## config.mk

```make
export PLATFORM = sky130hd
export DESIGN_NAME = alu_muldiv_ctrl
export DESIGN_NICKNAME = d
export VERILOG_FILES = /design/src/rtl/alu_muldiv_ctrl.sv
export SDC_FILE = /design/constraint.sdc
export NUM_CORES = 1
export LEC_CHECK = 0
export CAP_MARGIN = 10
export CORE_ASPECT_RATIO = 1.2
export CORE_MARGIN = 1.5
export CORE_UTILIZATION = 55
export DETAILED_ROUTE_END_ITERATION = 7
export PLACE_DENSITY = 0.74
export SLEW_MARGIN = 20
export SYNTH_ARGS = -nofsm -noshare
export SYNTH_HDL_FRONTEND = slang
export SYNTH_SLANG_ARGS = --single-unit
```

## constraint.sdc

```tcl
create_clock -name clk -period 10.2 [get_ports clk]
set_input_delay 1.53 -clock clk [delete_from_list [all_inputs] [get_ports clk]]
set_output_delay 1.53 -clock clk [all_outputs]
set_load 0.01 [all_outputs]
```

## src/rtl/alu_muldiv_ctrl.sv

```systemverilog
// Iterative RV32M multiply/divide unit: shift-add multiply and restoring divide over
// operand magnitudes, one bit per cycle, with single-cycle divide-by-zero/overflow results.
module alu_muldiv_ctrl #(
    parameter int XLEN = 32
) (
    input  logic            clk,
    input  logic            rst,
    input  logic            in_valid,
    input  logic [2:0]      funct3,
    input  logic [XLEN-1:0] rs1,
    input  logic [XLEN-1:0] rs2,
    input  logic            flush,
    output logic            in_ready,
    output logic            stall,
    output logic            out_valid,
    output logic [XLEN-1:0] result
);

    typedef enum logic [1:0] {IDLE, CALC, DONE} state_t;

    state_t              state;
    logic [5:0]          cnt;
    logic [2:0]          op;
    logic                neg_q;
    logic                neg_r;
    logic [XLEN-1:0]     a_mag;
    logic [XLEN-1:0]     b_mag;
    logic [2*XLEN-1:0]   prod;
    logic [XLEN-1:0]     rem;

    logic                a_signed, b_signed, a_neg, b_neg;
    logic                accept, div_zero, div_ovf;
    logic [XLEN-1:0]     a_mag_in, b_mag_in, special_res;
    logic [XLEN:0]       mul_sum;
    logic [2*XLEN-1:0]   mul_next, prod_fin;
    logic [XLEN:0]       div_shift, div_diff;
    logic                div_take;
    logic [XLEN-1:0]     rem_next, quot_next, quot_fin, rem_fin, calc_res;

    function automatic logic [XLEN-1:0] magnitude(input logic signed [XLEN-1:0] v,
                                                  input logic is_signed);
        return (is_signed && v[XLEN-1]) ? $unsigned(-v) : $unsigned(v);
    endfunction

    function automatic logic [XLEN-1:0] cond_neg(input logic [XLEN-1:0] v, input logic neg);
        return neg ? -v : v;
    endfunction

    function automatic logic [2*XLEN-1:0] cond_neg_w(input logic [2*XLEN-1:0] v,
                                                     input logic neg);
        return neg ? -v : v;
    endfunction

    always_comb begin
        a_signed    = funct3[2] ? !funct3[0] : (funct3[1:0] != 2'b11);
        b_signed    = funct3[2] ? !funct3[0] : !funct3[1];
        a_neg       = a_signed && rs1[XLEN-1];
        b_neg       = b_signed && rs2[XLEN-1];
        a_mag_in    = magnitude(rs1, a_signed);
        b_mag_in    = magnitude(rs2, b_signed);
        div_zero    = funct3[2] && (rs2 == '0);
        div_ovf     = funct3[2] && !funct3[0] && (rs1 == {1'b1, {(XLEN-1){1'b0}}})
                      && (rs2 == '1);
        // Overflow DIV returns the dividend itself (the most negative value).
        special_res = div_zero ? (funct3[1] ? rs1 : '1) : (funct3[1] ? '0 : rs1);
        in_ready    = (state != CALC) && !flush;
        accept      = in_valid && in_ready;
        stall       = (state == CALC) || accept;
    end

    always_comb begin
        mul_sum   = {1'b0, prod[2*XLEN-1:XLEN]} + (prod[0] ? {1'b0, a_mag} : '0);
        mul_next  = {mul_sum, prod[XLEN-1:1]};
        // Borrow out of the 33-bit trial subtraction means the divisor does not fit.
        div_shift = {rem, prod[XLEN-1]};
        div_diff  = div_shift - {1'b0, b_mag};
        div_take  = !div_diff[XLEN];
        rem_next  = div_take ? div_diff[XLEN-1:0] : div_shift[XLEN-1:0];
        quot_next = {prod[XLEN-2:0], div_take};
        prod_fin  = cond_neg_w(mul_next, neg_q);
        quot_fin  = cond_neg(quot_next, neg_q);
        rem_fin   = cond_neg(rem_next, neg_r);
        case (op)
            3'b000:                 calc_res = prod_fin[XLEN-1:0];
            3'b001, 3'b010, 3'b011: calc_res = prod_fin[2*XLEN-1:XLEN];
            3'b100, 3'b101:         calc_res = quot_fin;
            default:                calc_res = rem_fin;
        endcase
    end

    always_ff @(posedge clk or posedge rst) begin
        if (rst) begin
            state     <= IDLE;
            cnt       <= '0;
            op        <= '0;
            neg_q     <= 1'b0;
            neg_r     <= 1'b0;
            a_mag     <= '0;
            b_mag     <= '0;
            prod      <= '0;
            rem       <= '0;
            result    <= '0;
            out_valid <= 1'b0;
        end else begin
            out_valid <= 1'b0;
            case (state)
                CALC: begin
                    if (flush) begin
                        state <= IDLE;
                    end else begin
                        cnt <= cnt + 6'd1;
                        if (op[2]) begin
                            prod[XLEN-1:0] <= quot_next;
                            rem            <= rem_next;
                        end else begin
                            prod <= mul_next;
                        end
                        if (cnt == 6'(XLEN-1)) begin
                            state     <= DONE;
                            out_valid <= 1'b1;
                            result    <= calc_res;
                        end
                    end
                end
                default: begin
                    if (accept) begin
                        op    <= funct3;
                        neg_q <= a_neg ^ b_neg;
                        neg_r <= a_neg;
                        a_mag <= a_mag_in;
                        b_mag <= b_mag_in;
                        cnt   <= '0;
                        rem   <= '0;
                        prod  <= {{XLEN{1'b0}}, (funct3[2] ? a_mag_in : b_mag_in)};
                        if (div_zero || div_ovf) begin
                            state     <= DONE;
                            out_valid <= 1'b1;
                            result    <= special_res;
                        end else begin
                            state <= CALC;
                        end
                    end else begin
                        state <= IDLE;
                    end
                end
            endcase
        end
    end

endmodule

```

==> results by group <==
Place
  • HPWL after DPL: about 57,000 um
  • Global placement routability congestion: 1.00
  • Dpl cells: between 2,000 and 3,000
  • IO Port Bufs: 105
  • Placement Cell Area: 0.0202 mm2

Critical path
  • CP max stage cell: or4_1
  • Buffers & Inverters on Critical Path: 3
  • Cell Chain, Critical Path: clkdlybuf4s50_1 > or4_1 > nor4_1 > nor4b_2 > nand2_1 > nor2_1 > and4b_2 > buf_4 > o21ba_2 > nor2_1 > nor2_4 > inv_2 > mux2_1 > a221oi_1 > o211ai_2 > o311a_1
  • Worst-path fanout max: 65
  • Critical Path RT: between 10 and 15 ns
  • Levels on crit path: 16
  • Setup crit start kind: input port
  • Largest delay contributor family on the critical path: simple AND/OR/NAND/NOR gates
  • CP Class: in -> reg
  • R2R depth: 22
  • Crit path DAT: 6.43 ns
  • Most used cell, CP: nor2_1
  • Slowest cell delay on critical path: approximately 0.61 ns
  • Worst setup EP type: flip-flop

Job
  • # Max-Cap Violations: 0

STA
  • RSZ-0062 raised after global routing: false
  • Slew @ Worst Pin: 1.11 ns
  • Max-slew headroom: 25.9%
  • Fin Hold WS: 0.469 ns
  • Fin. Hold Viols: 0
  • Slew Limit Fails: 0
  • Setup TNS: 0 ns
  • F_max: 0.167 GHz
  • # setup viols final: 0
  • Clock skew: between 0.01 and 0.015 ns
  • Fin crit share: 58.7%
  • Period minus WS final: 5.99 ns

Routing
  • DR vias: 19,709
  • Antenna-violating nets left: 0
  • Final WL: between 70,000 and 80,000 um
  • Met2 wire length: 34,700 um
  • Top Layer Used: met5
  • DR WL/cell: ~25 um
  • DR iter-0 viols: 2,111
  • Residual DRC count: 0
  • Met3 WL: around 6500 um
  • Vias per Instance: 6.67
  • First-pass detailed-route iteration total: 6
  • M1 WL: 27,900 um

Synthesis
  • Area share of the leading cell type in the synthesized netlist: 27.2%
  • Netlist cell types: 102
  • Asr flop ratio synth: 100%
  • Mapped Area: 0.0190 mm2
  • Prevailing post-synth register cell: dfrtp_1
  • Yosys reg bits: 206
  • Area leader, netlist: dfrtp_1
  • Syn Inst Count: approximately 2,500
  • Seq/Total Area, Yosys: between 20% and 30%
  • Synth warnings: 0
  • Avg Cell Area, Syn: 7.60 um2
  • Post-synth EDFFs: 0
  • Post-Syn Nets: 2,642
  • Top cells by area, synth: dfrtp_1 (27%), o21ai_0 (6.4%), nand2_1 (6.1%)

Outcome
  • Status: complete, no violations

GRT
  • Global Route Usage Sum: 40.9%
  • Vias in the first global route: approximately 19,000
  • Total grt overflow: 0
  • Initial antenna violation count: 3
  • First-pass GRT wire length: 112,000 um
  • Largest net degree at the start of global routing: 100

Floorplanning
  • Die area: 0.0356 mm2
  • Initial Utilization: approximately 56%
  • Die X: 173 um
  • CORE AREA: 0.0340 mm2
  • Rows: 74
  • Die Height: 207 um
  • I/O pin cnt: approximately 110

Layout
  • Fin area: 0.0210 mm2
  • # nets final: 2,629
  • N_diodes: 0
  • Layout cells sized above 1: 5.48%
  • FILL cells: around 3,100
  • Area grow syn2layout: 10.7%
  • Post-route insts no fill: 2,957

CTS
  • Post-CTS sizing: 0
  • Worst-skew pair later-pin latency: 0.56 ns
  • H-tree Lvls: 1
  • Number of post-CTS setup repair buffers: 0
  • Clock sink count: just over 200
  • CTS buffer count: 26
  • TritonCTS clock tree: built
  • Worst-path clk slew: 0.06 ns
  • CTS Hold Buffers Added: 0
  • CTS max path bufs: 3
  • Root Driver: clkbuf_16

Pwr
  • Pleak: ~0.0087 uW
  • Max VDD drop: roughly 0.00013 V
  • Pwr/cell area: ~180 mW/mm2
  • Total power: 3760 uW

Worst hold path
  • Hold depth: 2
  • Hold Path Class: reg -> reg
power by group:
| part | internal [uW] | leakage, uW | switching (uW) | total, uW |
|---|---|---|---|---|
| Combinational | 594 | 0.00565 | 1100 | 1690 |
| Clock | 543 | 0.000410 | 394 | 937 |
| Sequential | 945 | 0.00267 | 183 | 1130 |
| Total | 2080 | 0.00873 | 1680 | 3760 |
state kept, by name, summed over array words and instances, names as in the netlist, 2 cells and up:
signal,flops
a_mag,32
b_mag,32
cnt,6
op,3
prod,64
rem,32
result,32
state,2
final cells by class:
cell class | instances | area [um2] | share of cell area, %
Multi-Input combinational cell | 2043 | 12900 | 61.4
Sequential cell | 206 | 5160 | 24.5
Timing Repair Buffer | 133 | 1260 | 5.98
Clock buffer | 38 | 767 | 3.65
Tap cell | 456 | 571 | 2.71
Inverter | 75 | 289 | 1.37
Clock inverter | 6 | 66.3 | 0.315
stage by stage:
stage,setup WS (ns),util (%)
floorplan,3.05,-
global placement,3.83,59.4
detailed placement,3.74,59.4
CTS,4.30,61.8
global route,3.91,61.9
finish,4.21,61.9
tightest hold or removal path, cell delays in order, from the launching register on:
cell,delay [ns]
dfrtp_1,0.33
nand2_1,0.04
o21ai_0,0.06
worst paths after layout:
kind	slack, ns	from	endpoint
max	4.21	rs2[6]	result[29]
min	0.47	a_mag[8]	a_mag[8]
max reg2reg	4.32	prod[31]	result[30]
min reg2reg	0.47	a_mag[8]	a_mag[8]
max in group asynchronous	6.72	rst	b_mag[1]
min in group asynchronous	1.49	rst	prod[50]
cell usage after synthesis (all sizes together), types with 19 or more instances:
| master | instances |
|---|---|
| o21a | 20 |
| nor3 | 71 |
| mux2i | 71 |
| inv | 75 |
| o21ai | 254 |
| a31oi | 19 |
| nand2 | 307 |
| and2 | 49 |
| nor4 | 25 |
| a21oi | 216 |
| nand4 | 26 |
| clkbuf | 138 |
| a22o | 25 |
| o31ai | 46 |
| nand3 | 37 |
| a221oi | 26 |
| dfrtp | 206 |
| a21o | 37 |
| xnor2 | 111 |
| buf | 36 |
| o211ai | 25 |
| nor2 | 251 |
| ha | 71 |
| xor2 | 106 |
per-layer routing:
layer,global-route usage [%],vias up
met2,68.6,1066
met3,5.57,234
met1,49.4,9469
met5,0,-
li1,-,8938
met4,27.6,2
cell families (layout without fill, tap and decap cells):
| group | Yosys count | in the layout | synth area share [%] |
|---|---|---|---|
| XOR/XNOR | 217 | 217 | 10.0 |
| adder cells (fa/ha/maj) | 73 | 73 | 4.89 |
| buffers and inverters | 249 | 252 | 5.14 |
| multiplexers | 74 | 74 | 3.92 |
| AO/OA/AOI/OAI | 800 | 800 | 26.8 |
| flip-flops | 206 | 206 | 27.2 |
| AND/OR/NAND/NOR | 879 | 879 | 22.1 |
cell usage in the layout (no fill, tap or decap), types with 20 or more instances in the layout:
master and count:
nand2_1 305, nor2_1 246, o21ai_0 242, a21oi_1 213
dfrtp_1 204, xnor2_1 110, xor2_1 106, clkdlybuf4s50_1 104
inv_1 72, mux2i_1 71, ha_1 71, nor3_1 67
and2_1 47, o31ai_1 45, a21o_1 37, nand3_1 35
buf_4 28, clkbuf_16 27, nand4_1 26, a221oi_1 25
a22o_1 25, o211ai_1 24, nor4_1 20, o21a_1 20
(Power assumes the default switching activity.)
